<file path="src/rtl/tx_frame_pkg.sv">
// Shared types and constants for the serial frame transmitter.
// Holds the FSM state encoding, CRC-8 constants and the per-bit CRC step.
package tx_frame_pkg;

   typedef enum logic [2:0] {
      S_IDLE,
      S_PREAMBLE,
      S_SYNC,
      S_DATA,
      S_CRC
   } state_t;

   localparam logic [7:0] CRC8_POLY        = 8'h07;
   localparam logic [7:0] CRC8_INIT        = 8'h00;
   localparam logic [7:0] SYNC_WORD_DEF    = 8'hD5;
   localparam int         PREAMBLE_LEN_DEF = 8;

   // One MSB-first CRC-8 step for a single serial bit.
   function automatic logic [7:0] crc8_step(input logic [7:0] crc, input logic bit_in);
      return {crc[6:0], 1'b0} ^ ({8{crc[7] ^ bit_in}} & CRC8_POLY);
   endfunction

endpackage

</file>
<file path="src/rtl/frame_serializer_if.sv">
// Word-in / bit-out handshake bundle between the word source, serializer and encoder.
// The slave modport is the serializer's view; master is the surrounding system.
interface frame_serializer_if #(
   parameter int DATA_W = 16
);
   logic [DATA_W-1:0] word_in;
   logic              word_valid;
   logic              word_ready;
   logic              bit_out;
   logic              bit_valid;
   logic              bit_ready;

   modport master (
      output word_in, word_valid, bit_ready,
      input  word_ready, bit_out, bit_valid
   );

   modport slave (
      input  word_in, word_valid, bit_ready,
      output word_ready, bit_out, bit_valid
   );
endinterface

</file>
<file path="src/rtl/crc8_serial.sv">
// Serial CRC-8 accumulator: synchronous clear, per-bit enable.
// crc_nxt exposes the post-update value so the caller can use it in the same cycle.
module crc8_serial
   import tx_frame_pkg::*;
(
   input  logic       clk_sys,
   input  logic       rst_n,
   input  logic       clr,
   input  logic       en,
   input  logic       bit_in,
   output logic [7:0] crc,
   output logic [7:0] crc_nxt
);

   assign crc_nxt = crc8_step(crc, bit_in);

   always_ff @(posedge clk_sys or negedge rst_n) begin
      if (!rst_n) begin
         crc <= '0;
      end else if (clr) begin
         crc <= CRC8_INIT;
      end else if (en) begin
         crc <= crc_nxt;
      end
   end

endmodule

</file>
<file path="src/rtl/frame_serializer.sv">
// Frame serializer: preamble, sync word, payload and CRC-8 shifted out MSB-first
// over a valid/ready bit stream toward the Manchester encoder.
//
// state      | meaning
// S_IDLE     | no frame; word_ready follows tx_en
// S_PREAMBLE | alternating 1/0 preamble bits
// S_SYNC     | start-of-frame delimiter, MSB-first
// S_DATA     | latched payload word, MSB-first, feeding the CRC
// S_CRC      | frozen CRC-8, MSB-first
module frame_serializer
   import tx_frame_pkg::*;
#(
   parameter int         DATA_W       = 16,
   parameter int         PREAMBLE_LEN = PREAMBLE_LEN_DEF,
   parameter logic [7:0] SYNC_WORD    = SYNC_WORD_DEF
) (
   input  logic                clk_sys,
   input  logic                rst_n,
   input  logic                tx_en,
   frame_serializer_if.slave   fs,
   output logic                busy,
   output logic                frame_done
);

   localparam int CNT_W = 5;
   localparam int IDX_W = $clog2(DATA_W);
   localparam logic [CNT_W-1:0] PRE_LAST  = CNT_W'(PREAMBLE_LEN - 1);
   localparam logic [CNT_W-1:0] BYTE_LAST = CNT_W'(7);
   localparam logic [CNT_W-1:0] DATA_LAST = CNT_W'(DATA_W - 1);

   state_t            state_q, state_d;
   logic [CNT_W-1:0]  cnt_q, cnt_d;
   logic [DATA_W-1:0] word_q;
   logic              bit_out_q, bit_d;
   logic              bit_valid_q;
   logic              done_q, done_d;
   logic              load, crc_clr, crc_en;
   logic              xfer;
   logic [7:0]        crc_q, crc_nxt, crc_src;

   crc8_serial u_crc (
      .clk_sys (clk_sys),
      .rst_n   (rst_n),
      .clr     (crc_clr),
      .en      (crc_en),
      .bit_in  (bit_out_q),
      .crc     (crc_q),
      .crc_nxt (crc_nxt)
   );

   assign xfer          = bit_valid_q && fs.bit_ready;
   assign fs.word_ready = (state_q == S_IDLE) && tx_en;
   assign fs.bit_out    = bit_out_q;
   assign fs.bit_valid  = bit_valid_q;
   assign busy          = (state_q != S_IDLE);
   assign frame_done    = done_q;

   // On the last DATA transfer the register has not yet absorbed that bit.
   assign crc_src = (state_q == S_DATA) ? crc_nxt : crc_q;

   always_comb begin
      state_d = state_q;
      cnt_d   = cnt_q;
      done_d  = 1'b0;
      load    = 1'b0;
      crc_clr = 1'b0;
      crc_en  = 1'b0;
      unique case (state_q)
         S_IDLE: begin
            if (fs.word_valid && tx_en) begin
               state_d = S_PREAMBLE;
               cnt_d   = PRE_LAST;
               load    = 1'b1;
               crc_clr = 1'b1;
            end
         end
         S_PREAMBLE: begin
            if (xfer) begin
               if (cnt_q == '0) begin
                  state_d = S_SYNC;
                  cnt_d   = BYTE_LAST;
               end else begin
                  cnt_d = cnt_q - 1'b1;
               end
            end
         end
         S_SYNC: begin
            if (xfer) begin
               if (cnt_q == '0) begin
                  state_d = S_DATA;
                  cnt_d   = DATA_LAST;
               end else begin
                  cnt_d = cnt_q - 1'b1;
               end
            end
         end
         S_DATA: begin
            if (xfer) begin
               crc_en = 1'b1;
               if (cnt_q == '0) begin
                  state_d = S_CRC;
                  cnt_d   = BYTE_LAST;
               end else begin
                  cnt_d = cnt_q - 1'b1;
               end
            end
         end
         S_CRC: begin
            if (xfer) begin
               if (cnt_q == '0) begin
                  state_d = S_IDLE;
                  cnt_d   = '0;
                  done_d  = 1'b1;
               end else begin
                  cnt_d = cnt_q - 1'b1;
               end
            end
         end
         default: begin
            state_d = S_IDLE;
            cnt_d   = '0;
         end
      endcase
      if (state_q != S_IDLE && !tx_en) begin
         state_d = S_IDLE;
         cnt_d   = '0;
         done_d  = 1'b0;
         crc_en  = 1'b0;
         crc_clr = 1'b1;
      end
   end

   // Bit for the upcoming cycle, selected from the next state and down-count.
   always_comb begin
      bit_d = 1'b0;
      unique case (state_d)
         S_PREAMBLE: bit_d = cnt_d[0];
         S_SYNC:     bit_d = SYNC_WORD[cnt_d[2:0]];
         S_DATA:     bit_d = word_q[cnt_d[IDX_W-1:0]];
         S_CRC:      bit_d = crc_src[cnt_d[2:0]];
         default:    bit_d = 1'b0;
      endcase
   end

   always_ff @(posedge clk_sys or negedge rst_n) begin
      if (!rst_n) begin
         state_q     <= S_IDLE;
         cnt_q       <= '0;
         word_q      <= '0;
         bit_out_q   <= 1'b0;
         bit_valid_q <= 1'b0;
         done_q      <= 1'b0;
      end else begin
         state_q     <= state_d;
         cnt_q       <= cnt_d;
         bit_out_q   <= bit_d;
         bit_valid_q <= (state_d != S_IDLE);
         done_q      <= done_d;
         if (load) begin
            word_q <= fs.word_in;
         end
      end
   end

endmodule

</file>
<file path="src/flat_wrapper.sv">
// flat-port wrapper written by rule: the top's interface ports become plain ports
module frame_serializer_flat import tx_frame_pkg::*;
#(
   parameter int         DATA_W       = 16,
   parameter int         PREAMBLE_LEN = PREAMBLE_LEN_DEF,
   parameter logic [7:0] SYNC_WORD    = SYNC_WORD_DEF
)
  (clk_sys, rst_n, tx_en, busy, frame_done, fs_word_in, fs_word_valid, fs_bit_ready, fs_word_ready, fs_bit_out, fs_bit_valid);
  frame_serializer_if #(.DATA_W(DATA_W)) fs_i ();
  input  logic clk_sys;
  input  logic rst_n;
  input  logic tx_en;
  output logic busy;
  output logic frame_done;
  input wire logic [$bits(fs_i.word_in)-1:0] fs_word_in;
  input wire logic [$bits(fs_i.word_valid)-1:0] fs_word_valid;
  input wire logic [$bits(fs_i.bit_ready)-1:0] fs_bit_ready;
  output wire logic [$bits(fs_i.word_ready)-1:0] fs_word_ready;
  output wire logic [$bits(fs_i.bit_out)-1:0] fs_bit_out;
  output wire logic [$bits(fs_i.bit_valid)-1:0] fs_bit_valid;
  assign fs_i.word_in = fs_word_in;
  assign fs_i.word_valid = fs_word_valid;
  assign fs_i.bit_ready = fs_bit_ready;
  assign fs_word_ready = fs_i.word_ready;
  assign fs_bit_out = fs_i.bit_out;
  assign fs_bit_valid = fs_i.bit_valid;
  frame_serializer #(.DATA_W(DATA_W), .PREAMBLE_LEN(PREAMBLE_LEN), .SYNC_WORD(SYNC_WORD)) u_core (.clk_sys(clk_sys), .rst_n(rst_n), .tx_en(tx_en), .fs(fs_i), .busy(busy), .frame_done(frame_done));
endmodule
</file>
<file path="config.mk">
export PLATFORM = sky130hd
export DESIGN_NAME = frame_serializer_flat
export DESIGN_NICKNAME = d
export VERILOG_FILES = /design/src/rtl/tx_frame_pkg.sv /design/src/rtl/frame_serializer_if.sv /design/src/rtl/crc8_serial.sv /design/src/rtl/frame_serializer.sv /design/src/flat_wrapper.sv
export SDC_FILE = /design/constraint.sdc
export NUM_CORES = 1
export LEC_CHECK = 0
export CAP_MARGIN = 20
export CORE_UTILIZATION = 45
export CTS_CLUSTER_SIZE = 8
export DETAILED_ROUTE_END_ITERATION = 7
export PLACE_DENSITY_LB_ADDON = 0.25
export REMOVE_ABC_BUFFERS = 1
export SLEW_MARGIN = 20
export SYNTH_ARGS = -nofsm -noshare
export SYNTH_HDL_FRONTEND = slang
export SYNTH_HIERARCHICAL = 1
export SYNTH_SLANG_ARGS = --single-unit
</file>
<file path="constraint.sdc">
create_clock -name clk_sys -period 2.31 [get_ports clk_sys]
set_clock_uncertainty 0.05 [all_clocks]
set_input_delay 0.693 -clock clk_sys [delete_from_list [all_inputs] [get_ports clk_sys]]
set_output_delay 0.693 -clock clk_sys [all_outputs]
set_load 0.05 [all_outputs]
</file>
### Yosys cells after proc, flatten, opt, wreduce, memory -nomap -nowiden

Memory sizes are Yosys's and may differ from the RTL's.
Index checks and enable logic that the tools add are counted.
W data, S select, Z words.

| cells by class | value |
|---|---|
| order comparisons | 2 |
| equality and inequality tests | 12 |
| add/sub/neg operators | 1 |
| muxes and demuxes | 39 |
| reduce and logical (&&, ||, !) cells | 12 |
| bitwise logic cells | 2 |

Operators with widths:

| kind | number |
|---|---|
| $mux W5 | 8 |
| $mux W3 | 10 |
| $mux W8 | 3 |
| $pmux W5 S4 | 1 |
| $pmux W3 S5 | 1 |
| $mux W1 | 13 |
| $eq A3 B2 Y1 const B | 4 |
| $ne A3 B1 Y1 const B | 3 |
| $xor A8 B3 Y8 | 1 |
| $eq A3 B1 Y1 const B | 2 |
| $eq A3 B3 Y1 const B | 2 |
| $reduce_bool A3 Y1 | 2 |
| $logic_not A5 Y1 | 1 |
| $lt A4 B5 Y1 const B | 1 |
| $sub A5 B1 Y5 const B | 1 |
| $bmux W1 S4 | 1 |
| $logic_and A1 B1 Y1 | 4 |
| $lt A3 B4 Y1 const B | 1 |
| $pmux W1 S4 | 1 |
| $reduce_and A4 Y1 | 1 |
| $bmux W1 S3 | 1 |
| $logic_not A3 Y1 | 1 |
| $ne A3 B3 Y1 const B | 1 |
| $reduce_bool A2 Y1 | 1 |
| 3 further kinds | 3 |

| storage, ports and cells | value |
|---|---|
| output and inout bits | 5 |
| memories | 1 |
| bits of input ports | 21 |
| bits in registers | 35 |
| ROM bits | 8 |

Memory list:

| name | words | width | rd ports | clocked after Yosys merged registers in | write ports | RTL line | source |
|---|---|---|---|---|---|---|---|
| (no name shown) | 8 | 1 | 1 | 0 | 0 | frame_serializer.sv:138 | `S_SYNC: bit_d = SYNC_WORD[cnt_d[2:0]];` |

### Depth between registers and ports, before layout

Gate-level depths: netlist of the first run.

| logic depth | value |
|---|---|
| depth in word-level cells | 8 |
| gate-level depth with buffers | 11 |
| depth with buffers taken out | 10 |

### Modules after synthesis

The synthesis of the first run kept the hierarchy.

By module, submodules not included:

| module | times used | area each (um^2) | cells each |
|---|---|---|---|
| frame_serializer | 1 | 1,841.8 | 221 |
| crc8_serial | 1 | 421.7 | 34 |

### Least setup slack after synthesis of the first run

No wires, ideal clock.

| timing | value |
|---|---|
| path kind | flip-flop to flip-flop |
| from | register u_core.cnt_q[1] |
| to | register u_core.bit_out_q, in the netlist u_core/fs.bit_out |
| buffers on the path | 0 |
| arrival time | 2.370 ns |
| period minus slack after synthesis | 2.554 ns |
| required time | 2.126 ns |
| setup slack | -0.244 ns |
| stages on the path, launching flop included | 10 |
| cells stage by stage | dfrtp_1 -> inv_1 -> ha_1 -> or4b_4 -> o221ai_1 -> o21a_1 -> mux2_2 -> a221oi_1 -> a211o_1 -> nand4_1 |

| on the way | value |
|---|---|
| longest elaborated chain between the ends | 8 |
| elaborated cells between the ends (all ways) | 32 |
| those cells by class | add/sub: 1; eq/ne: 4; mux: 25; reduce/logical: 1; memory: 1 |

Ends and longest elaborated chain:

| what | RTL line | source |
|---|---|---|
| start, declared | frame_serializer.sv:32 | `logic [CNT_W-1:0] cnt_q, cnt_d;` |
| start signal, assigned | frame_serializer.sv:155 | `cnt_q <= cnt_d;` |
| $sub A5 B1 Y5 / $logic_not A5 Y1 (equally long branches) | n/a |  |
| $mux W5, on equally long branches | n/a |  |
| $mux W5, on equally long branches | frame_serializer.sv:109, frame_serializer.sv:88, frame_serializer.sv:98 |  |
| $pmux W5 S4 | frame_serializer.sv:68 | `unique case (state_q)` |
| $mux W5 | frame_serializer.sv:124 | `if (state_q != S_IDLE && !tx_en) begin` |
| $bmux W1 S4, or another cell as far along | frame_serializer.sv:139 | `S_DATA: bit_d = word_q[cnt_d[IDX_W-1:0]];` |
| $mux W1, on equally long branches | frame_serializer.sv:139, frame_serializer.sv:138, frame_serializer.sv:140 |  |
| $pmux W1 S4 * | frame_serializer.sv:136 | `unique case (state_d)` |
| via u_core.bit_d | frame_serializer.sv:34 | `logic bit_out_q, bit_d;` |
| end signal, assigned | frame_serializer.sv:156 | `bit_out_q <= bit_d;` |
| end, declared | frame_serializer.sv:34 |  |

Mark *: on every way through the listed nets, which the timed path passes. The rest lies on a longest branch. The select of a mux whose other input is x is not followed.
A chain may end at the register's enable or synchronous reset.

### Worst setup path after layout of the first run

| timing | value |
|---|---|
| from | input port fs_bit_ready |
| to | register u_core.bit_out_q, in the netlist u_core/fs.bit_out |

| on the way | value |
|---|---|
| longest elaborated chain between the ends | 7 |
| elaborated cells between the ends (all ways) | 23 |
| those cells by class | eq/ne: 4; mux: 17; reduce/logical: 1; memory: 1 |

Ends and longest elaborated chain:

| what | RTL line | source |
|---|---|---|
| start, declared | flat_wrapper.sv:17 | `input wire logic [$bits(fs_i.bit_ready)-1:0] fs_bit_ready;` |
| $logic_and A1 B1 Y1 * | frame_serializer.sv:51 | `assign xfer = bit_valid_q && fs.bit_ready;` |
| $mux W5, on equally long branches | frame_serializer.sv:109, frame_serializer.sv:88, frame_serializer.sv:98 |  |
| $pmux W5 S4 | frame_serializer.sv:68 |  |
| $mux W5 | frame_serializer.sv:124 |  |
| $bmux W1 S4, or another cell as far along | frame_serializer.sv:139 |  |
| $mux W1, on equally long branches | frame_serializer.sv:139, frame_serializer.sv:138, frame_serializer.sv:140 |  |
| $pmux W1 S4 * | frame_serializer.sv:136 |  |
| via u_core.bit_d | frame_serializer.sv:34 |  |

Marked as above.

==> results of run 1 <==
[area by class of cell]
class / instances / area [µm²] / share of cell area (%)
well taps: 67 / 83.8 / 2.64
repair buffers: 88 / 736 / 23.2
inverters: 6 / 22.5 / 0.709
clock buffers: 5 / 68.8 / 2.17
multi-input cells: 197 / 1370 / 43.1
flip-flops and latches: 35 / 877 / 27.6
clock inverters: 3 / 20.0 / 0.630
[logic make-up after synthesis]
family                   count (synthesis)  share of synthesized area, %
AND/OR/NAND/NOR                        120                          24.9
AO/OA/AOI/OAI                           49                          16.9
flip-flops                              35                          38.7
buffers and inverters                   23                          5.47
multiplexers                            20                          9.01
XOR/XNOR                                 4                          2.99
adder cells (fa/ha/maj)                  4                          1.99
[sequential cells by signal (all words and copies together), names as in the netlist]
| name | flops |
|---|---|
| u_core/cnt_q | 5 |
| u_core/u_crc/crc | 8 |
| u_core/fs.bit_out | 1 |
| u_core/state_q | 3 |
| u_core/word_q | 16 |
| u_core/frame_done | 1 |
| u_core/fs.bit_valid | 1 |
[power by group]
| part | internal (mW) | switching (mW) |
|---|---|---|
| clock | 0.210 | 0.230 |
| sequential | 0.818 | 0.161 |
| combinational | 1.17 | 1.22 |
| total | 2.19 | 1.61 |
[layer usage]
| metal | wire length (µm) | up-vias |
|---|---|---|
| met3 | 220 | 14 |
| met5 | 0 | - |
| met2 | 2820 | 45 |
| li1 | - | 1050 |
| met4 | 165 | 0 |
| met1 | 2550 | 1001 |
[worst max-delay path, cell delays in order]
cell	delay [ps]
clkdlybuf4s50_1	490
buf_4	130
o311a_1	170
o221ai_1	140
o21a_2	290
mux2_4	310
a221oi_2	260
a211o_1	130
nand4_1	80
[metrics by stage]
stage	cell area (µm²)	hold slack (ps)
after floorplan	2160	347
after global placement	2930	408
after detailed placement	2930	407
after CTS	3130	432
after global routing	3180	462
final	3180	428
[what timing repair did]
item / in CTS / in global routing
resized for setup: 26 / 10
hold buffers: 0 / 0
buffers inserted: 4 / 2
pin swaps: 7 / 5
setup endpoints to repair: 4 / 3
[cells in the mapped netlist, types with 5 or more instances]
cell      count
nor2_1       22
clkbuf_1      5
nor3_1        5
buf_4         5
nand2_1      61
o21ai_0      12
dfrtp_1      35
inv_1         6
mux2i_1      17
a21oi_1       7
nand3_1      12
[path summary, 6_finish.rpt]
path / to / slack, ps / cells after the start / from
max in group asynchronous: u_core/state_q[1] / 1120 / 2 / rst_n
worst max register to register: u_core/fs.bit_out / -260 / 11 / u_core/cnt_q[1]
worst max-delay path: u_core/fs.bit_out / -270 / 9 / fs_bit_ready
min in group asynchronous: u_core/state_q[1] / 760 / 2 / rst_n
worst min-delay path: u_core/word_q[6] / 430 / 2 / u_core/word_q[6]
worst min register to register: u_core/word_q[6] / 430 / 2 / u_core/word_q[6]
==> flow_metrics.env, run 1 <==
export IMPL_use_met1_pct=31.3
export IMPL_cts_tree="done"
export IMPL_finalNonFillerCells=401
export IMPL_tns_ps=-352
export IMPL_yosys_cell_types_count=56
export IMPL_antenna_left=0
export IMPL_cts_root_buffer="clkbuf_8"
export IMPL_critPathMaxFanout=3
export IMPL_pwr_density_cell_nw_per_um2=1200
export IMPL_crit_arrival_ps=2700
export IMPL_drc_errors=0
export IMPL_synth_ff_type="dfrtp_1"
export IMPL_ys_ff_latch=35
export IMPL_most_common_layout_cells="buf_4 (63), nand2_1 (60), dfrtp_1 (34)"
export IMPL_worstMarginPinSlew_ps=487
export IMPL_io_buffers=25
export IMPL_die_w_um=72.9
export IMPL_die_h_um=72.9
export IMPL_p_leak_nw=1.49
export IMPL_fmax_mhz=388
export IMPL_use_met2_pct=41.5
export IMPL_core_um2=4790
export IMPL_nFillCells=414
export IMPL_hpwl_mm=4.17
export IMPL_diodes=0
export IMPL_synth_edf_count=0
export IMPL_nets=356
export IMPL_htreeDepth=2
export IMPL_min_path_type="register to register"
export IMPL_cts_max_path_buffers=2
export IMPL_period_needed_ps=2580
export IMPL_clock_sinks=35
export IMPL_drv_slew=0
export IMPL_grt_pass1_wl_mm=10.0
export IMPL_cts_made_buffers=5
export IMPL_drive_above_1_share_pct=34.4
export IMPL_yosys_area_top_type="dfrtp_1"
export IMPL_grt_pass1_vias=2144
export IMPL_die_area_um2=5320
export IMPL_crit_path_end_kind="register"
export IMPL_setup_viol=2
export IMPL_slew_headroom_pct=67.4
export IMPL_vias=2110
export IMPL_initial_core_util_pct=47.3
export IMPL_post_place_ws_ps=-657
export IMPL_fin_crit_sh_pct=112
export IMPL_violations="negative setup slack"
export IMPL_drt_pass1_iter_count=4
export IMPL_layout_commonest_cell="buf_4"
export IMPL_grtUsageTotal_pct=24.7
export IMPL_grt_max_degree=36
export IMPL_hold_viol_final=0
export IMPL_totalWireLength_mm=5.76
export IMPL_ios=26
export IMPL_drt_iter0_markers=82
export IMPL_async_flop_share_pct=100
export IMPL_gp_congestion=0.898
export IMPL_synth_seq_area_share_pct=38.7
export IMPL_syn_inst=255
export IMPL_vdd_drop_max_mv=0.590
export IMPL_syn_area_per_cell_um2=8.88
export IMPL_drv_cap=0
export IMPL_yosys_warnings=6
export IMPL_finish_utilization_pct=66.4
export IMPL_critPathKind="input pin to register"
export IMPL_wl_per_cell_um=14.4
export IMPL_p_total_mw=3.81
export IMPL_grt_busiest_layer="met2"
export IMPL_syn_to_final_growth_pct=40.4
export IMPL_required_ps=2430
export IMPL_fin_ws_ps=-269
export IMPL_grt_ovfl_total=0
export IMPL_grt_setup_unrepaired="true"
export IMPL_placed_cells=387
export IMPL_rows=25
export IMPL_via_per_inst=5.26
export IMPL_path_clk_slew_ps=80
export IMPL_clock_latency_ps=290
export IMPL_netlist_top_cells_area="dfrtp_1 (39%), nand2_1 (10%), mux2i_1 (7.5%)"
export IMPL_met3_usage_pct=4.28
export IMPL_synth_top_area_share_pct=38.7
export IMPL_crit_path_start_kind="input pin"
export IMPL_syn_cell_area_um2=2260
export IMPL_outcome="finished with violations"
export IMPL_antenna_found_initial=0
No activity file was read; power rests on OpenSTA's default activity.
==> inputs of run 2 (changes only) <==
- CORE_MARGIN: default -> 2
- CTS_BUF_LIST: default -> sky130_fd_sc_hd__clkbuf_4 sky130_fd_sc_hd__clkbuf_8
- GPL_TIMING_DRIVEN: default -> 1
==> flow_metrics.env, run 2 (synthesis results as in run 1) <==
export IMPL_outcome="finished with violations"
export IMPL_violations="negative setup slack"
export IMPL_crit_slowest_cell="or4b_4"
export IMPL_rows=25
export IMPL_p_leak_nw=1.54
export IMPL_required_ps=2490
export IMPL_largest_reg_flops=16
export IMPL_antenna_found_initial=0
export IMPL_critPathKind="register to register"
export IMPL_holdWs_ps=432
export IMPL_p_int_mw=2.35
export IMPL_tns_ps=-339
export IMPL_syn_to_final_growth_pct=44.8
export IMPL_cts_tree="done"
export IMPL_placed_cells=391
export IMPL_finish_utilization_pct=68.5
export IMPL_antenna_left=0
export IMPL_drt_iter0_markers=127
export IMPL_gp_congestion=0.919
export IMPL_cts_hold_buffers=0
export IMPL_cts_max_path_buffers=2
export IMPL_fin_ws_ps=-237
export IMPL_min_path_type="register to register"
export IMPL_via_per_inst=5.40
export IMPL_io_buffers=25
export IMPL_cts_root_buffer="clkbuf_8"
export IMPL_cts_made_buffers=5
export IMPL_hpwl_mm=4.28
export IMPL_crit_path_start_kind="register"
export IMPL_fin_crit_sh_pct=110
export IMPL_critPathMaxFanout=5
export IMPL_layout_commonest_cell="buf_4"
export IMPL_crit_path_end_kind="register"
export IMPL_crit_arrival_ps=2730
export IMPL_nFillCells=398
export IMPL_cp_cell_sequence="inv_2, ha_4, or4b_4, and3_4, a32oi_4, buf_6, buf_4, nand3_1, a21oi_2, o21bai_1, a211o_1, nand4_1"
export IMPL_clockPowerShare_pct=11.1
export IMPL_path_clk_slew_ps=70
export IMPL_grt_pass1_wl_mm=9.89
export IMPL_die_area_um2=5610
export IMPL_worstRegToRegCells=12
export IMPL_power_frac_comb_pct=64.3
export IMPL_hold_viol_final=0
export IMPL_drv_slew=0
export IMPL_clock_sinks=35
export IMPL_hold_path_depth=2
export IMPL_switchingPower_mw=1.68
export IMPL_grt_setup_unrepaired="true"
export IMPL_grt_max_degree=36
export IMPL_totalWireLength_mm=6.00
export IMPL_wl_per_cell_um=14.6
export IMPL_fmax_mhz=393
export IMPL_drc_errors=0
export IMPL_ios=26
export IMPL_placed_cell_area_um2=2960
export IMPL_power_frac_seq_pct=24.6
export IMPL_most_common_layout_cells="buf_4 (67), nand2_1 (60), dfrtp_1 (33)"
export IMPL_drt_pass1_iter_count=4
export IMPL_clock_latency_ps=290
export IMPL_nets=365
export IMPL_drv_cap=0
export IMPL_finalNonFillerCells=410
export IMPL_p_total_mw=4.03
export IMPL_switching_share_pct=41.6
export IMPL_grt_ovfl_total=0
export IMPL_worstMarginPinSlew_ps=494
export IMPL_vdd_drop_max_mv=0.541
export IMPL_vias=2212
export IMPL_initial_core_util_pct=47.3
export IMPL_design_area_um2=3280
export IMPL_die_h_um=74.9
export IMPL_top_register="u_core/word_q"
export IMPL_grtUsageTotal_pct=23.2
export IMPL_diodes=0
export IMPL_post_place_ws_ps=-620
export IMPL_reg_top3="u_core/word_q x16, u_core/u_crc/crc x8, u_core/cnt_q x5"
export IMPL_die_w_um=74.9
export IMPL_setup_viol=2
export IMPL_max_stage_delay_ps=520
export IMPL_period_needed_ps=2550
export IMPL_htreeDepth=2
export IMPL_slew_headroom_pct=67.0
export IMPL_pwr_density_cell_nw_per_um2=1230
export IMPL_core_um2=4790
export IMPL_drive_above_1_share_pct=35.9
export IMPL_grt_pass1_vias=2141
==> run 2: power by group through the flow <==
stage / logic, mW / clock network, mW / registers, mW
6_report: 2.59 / 0.447 / 0.991
5_1_grt: 2.78 / 0.480 / 1.01
4_1_cts: 2.41 / 0.455 / 0.971
2_1_floorplan: 1.08 / 0 / 1.03
3_5_place_dp: 2.15 / 0 / 0.974
3_3_place_gp: 2.12 / 0 / 0.968
==> run 2: final cells by class <==
class | instances | area [µm²] | share of cell area, %
inverter | 6 | 22.5 | 0.687
tap | 67 | 83.8 | 2.56
clock inverter | 3 | 20.0 | 0.611
multi-input combinational | 197 | 1380 | 42.2
timing repair buffer | 97 | 821 | 25.0
clock buffer | 5 | 68.8 | 2.10
sequential | 35 | 878 | 26.8
==> run 2: worst max-delay path, delay by kind of cell, from the launching register on <==
kind                     cells  cell delay (ps)
AND/OR/NAND/NOR              4              870
AO/OA/AOI/OAI                4              710
flip-flops                   1              390
buffers and inverters        3              340
adder cells (fa/ha/maj)      1              130
==> run 2: routing by layer <==
layer	wire, µm	track usage [%]
met5	0	0
met3	233	3.88
met4	170	11.9
met2	2950	38.2
met1	2650	29.4
==> run 2: path summary, 6_finish.rpt <==
path	slack, ps	from	endpoint
max	-240	u_core/cnt_q[1]	u_core/fs.bit_out
min	430	u_core/word_q[13]	u_core/word_q[13]
max reg2reg	-240	u_core/cnt_q[1]	u_core/fs.bit_out
min reg2reg	430	u_core/word_q[13]	u_core/word_q[13]
max in group asynchronous	1110	rst_n	u_core/state_q[1]
min in group asynchronous	760	rst_n	u_core/word_q[5]
==> run 2: what timing repair did <==
item	CTS	global route
buffers inserted	6	5
gates resized for setup	31	12
pin swaps	13	7
gates cloned	0	0
setup endpoints to repair	3	4
==> inputs of run 3 (changes only) <==
- ABC_AREA: default -> 1
- DONT_BUFFER_PORTS: default -> 1
==> flow_metrics.env, run 3 <==
export IMPL_cp_cell_sequence="inv_2, nand2_2, nor2_4, inv_1, nor2_1, buf_4"
export IMPL_totalWireLength_mm=4.84
export IMPL_grt_pass1_wl_mm=7.74
export IMPL_synth_seq_area_share_pct=37.9
export IMPL_synth_mux_area_share_pct=3.73
export IMPL_rows=26
export IMPL_top_register="u_core/word_q"
export IMPL_ys_top_cells_by_count="nand2_1 (64), inv_1 (40), nand3_1 (38)"
export IMPL_drv_cap=0
export IMPL_wl_per_cell_um=12.6
export IMPL_layout_commonest_cell="nand2_1"
export IMPL_critPathMaxFanout=4
export IMPL_synth_ff_type="dfrtp_1"
export IMPL_path_clk_slew_ps=80
export IMPL_ys_ff_latch=35
export IMPL_required_ps=1570
export IMPL_crit_path_start_kind="register"
export IMPL_antenna_left=0
export IMPL_worstMarginPinSlew_ps=442
export IMPL_crit_path_end_kind="primary output"
export IMPL_die_w_um=75.7
export IMPL_drive_above_1_share_pct=18.8
export IMPL_min_path_type="input pin to async pin"
export IMPL_hold_viol_final=0
export IMPL_synth_top_family_by_area="simple AND/OR/NAND/NOR gates"
export IMPL_placed_cells=374
export IMPL_io_buffers=0
export IMPL_period_needed_ps=2170
export IMPL_post_place_ws_ps=152
export IMPL_crit_arrival_ps=1430
export IMPL_largest_reg_flops=16
export IMPL_gp_congestion=0.945
export IMPL_syn_to_final_growth_pct=8.23
export IMPL_outcome="completed"
export IMPL_grt_setup_unrepaired="false"
export IMPL_yosys_warnings=6
export IMPL_grtUsageTotal_pct=18.3
export IMPL_clock_latency_ps=300
export IMPL_yosys_area_share_simple_pct=36.5
export IMPL_pwr_density_cell_nw_per_um2=1430
export IMPL_async_flop_share_pct=100
export IMPL_drc_errors=0
export IMPL_initial_core_util_pct=45.9
export IMPL_cts_tree="done"
export IMPL_diodes=0
export IMPL_synth_edf_count=0
export IMPL_synthAdderAreaFrac_pct=1.08
export IMPL_design_area_um2=2500
export IMPL_grt_ovfl_total=0
export IMPL_most_common_layout_cells="nand2_1 (64), inv_1 (39), nand3_1 (38)"
export IMPL_slew_headroom_pct=70.4
export IMPL_crit_slowest_cell="dfrtp_1"
export IMPL_nFillCells=520
export IMPL_tns_ps=0
export IMPL_setup_viol=0
export IMPL_antenna_found_initial=0
export IMPL_synth_compound_area_share_pct=8.12
export IMPL_r2r_slack_ps=240
export IMPL_syn_cell_area_um2=2310
export IMPL_drt_iter0_markers=117
export IMPL_fin_crit_sh_pct=93.9
export IMPL_fmax_mhz=461
export IMPL_ios=26
export IMPL_worstRegToRegCells=16
export IMPL_vdd_drop_max_mv=0.625
export IMPL_hpwl_mm=3.68
export IMPL_placed_cell_area_um2=2360
export IMPL_grt_pass1_vias=1654
export IMPL_htreeDepth=2
export IMPL_vias=1880
export IMPL_finalNonFillerCells=384
export IMPL_reg2reg_to="u_core/fs.bit_out"
export IMPL_p_leak_nw=1.30
export IMPL_drv_slew=0
export IMPL_drt_pass1_iter_count=4
export IMPL_critPathKind="register to primary output"
export IMPL_cts_made_buffers=5
export IMPL_max_stage_delay_ps=430
export IMPL_reg_top3="u_core/word_q x16, u_core/u_crc/crc x8, u_core/cnt_q x5"
export IMPL_regToRegStartpoint="u_core/cnt_q[1]"
export IMPL_core_um2=5040
export IMPL_die_h_um=75.7
export IMPL_syn_area_per_cell_um2=7.48
export IMPL_fin_ws_ps=141
export IMPL_synth_most_common_cell="nand2_1"
export IMPL_synth_xor_area_share_pct=0.758
export IMPL_nets=336
export IMPL_die_area_um2=5730
export IMPL_grt_max_degree=36
export IMPL_netlist_top_cells_area="dfrtp_1 (38%), nand2_1 (10%), nand3_1 (8.2%)"
export IMPL_syn_inst=309
export IMPL_yosys_cell_types_count=34
export IMPL_via_per_inst=4.90
export IMPL_cts_root_buffer="clkbuf_8"
export IMPL_clock_sinks=35
export IMPL_cts_max_path_buffers=2
export IMPL_yosys_area_top_type="dfrtp_1"
export IMPL_synth_top_area_share_pct=37.9
[run 3: cell types whose count changed in the layout (fill, tap and decap cells not counted), sizes merged, moves of 10 or more]
| cell | delta |
|---|---|
| buf | -67 |
| nor2 | +15 |
| nand2 | +10 |
| nand3 | +29 |
| mux2i | -14 |
| inv | +42 |
| clkdlybuf4s50 | -19 |
[run 3: kinds of logic after synthesis]
group | after synthesis
AOI/OAI and AO/OA | 32
adders and majority gates | 2
buffers and inverters | 61
DFF | 35
xor gates and xnor gates | 2
and+or+nand+nor | 169
muxes | 8
[run 3: metrics by stage]
step / hold WS [ps] / util (%) / power [mW]
6_report: 32.9 / 49.6 / 3.57
5_1_grt: 13.3 / 49.6 / 3.89
4_1_cts: 21.8 / 49.1 / 3.53
3_5_place_dp: 348 / 46.9 / 2.95
3_3_place_gp: 348 / 46.9 / 2.95
2_1_floorplan: 347 / - / 2.51
[run 3: layer usage]
layer / up-vias / track usage, % / wire (µm) / share of wire [%]
met5: - / 0 / 0 / 0
met1: 863 / 24.0 / 2300 / 48
met3: 2 / 5.03 / 154 / 3.2
li1: 998 / - / - / -
met2: 17 / 29.3 / 2370 / 49
met4: 0 / 6.43 / 19 / 0.39
[run 3: timing repair]
item / in CTS / in global routing
buffers inserted: 0 / 2
resized for setup: 0 / 3
endpoints found under the setup margin: 0 / 2
hold buffers: 0 / 0
[run 3: critical path: cells and delay by family, from the launching register on]
kind	cells	cell delay (ps)
simple gates	3	340
buf+inv	3	370
flops	1	430
[run 3: area by class of cell]
class / instances / area [µm²] / share of cell area [%]
Clock buffer: 5 / 68.8 / 2.75
Clock inverter: 3 / 43.8 / 1.75
Inverter: 49 / 188 / 7.50
Multi-Input combinational cell: 213 / 1170 / 46.8
Sequential cell: 35 / 876 / 35.0
Tap cell: 70 / 87.6 / 3.50
Timing Repair Buffer: 9 / 67.6 / 2.70
[run 3: power breakdown]
group	internal [mW]	total [mW]	leakage [nW]	switching, mW
sequential	0.818	0.954	0.434	0.135
clock	0.321	0.557	0.0581	0.236
combinational	0.736	2.06	0.805	1.33
total	1.88	3.57	1.30	1.70
[run 3: worst max-delay path by stage]
stage	startpoint	endpoint	slack, ps
global placement	u_core/cnt_q[0]	u_core/fs.bit_out	170
detailed placement	u_core/cnt_q[0]	u_core/fs.bit_out	150
finish	u_core/state_q[1]	fs_word_ready	140
CTS	u_core/state_q[1]	fs_word_ready	80
floorplan	u_core/state_q[1]	fs_word_ready	-140
global route	u_core/cnt_q[1]	u_core/fs.bit_out	20
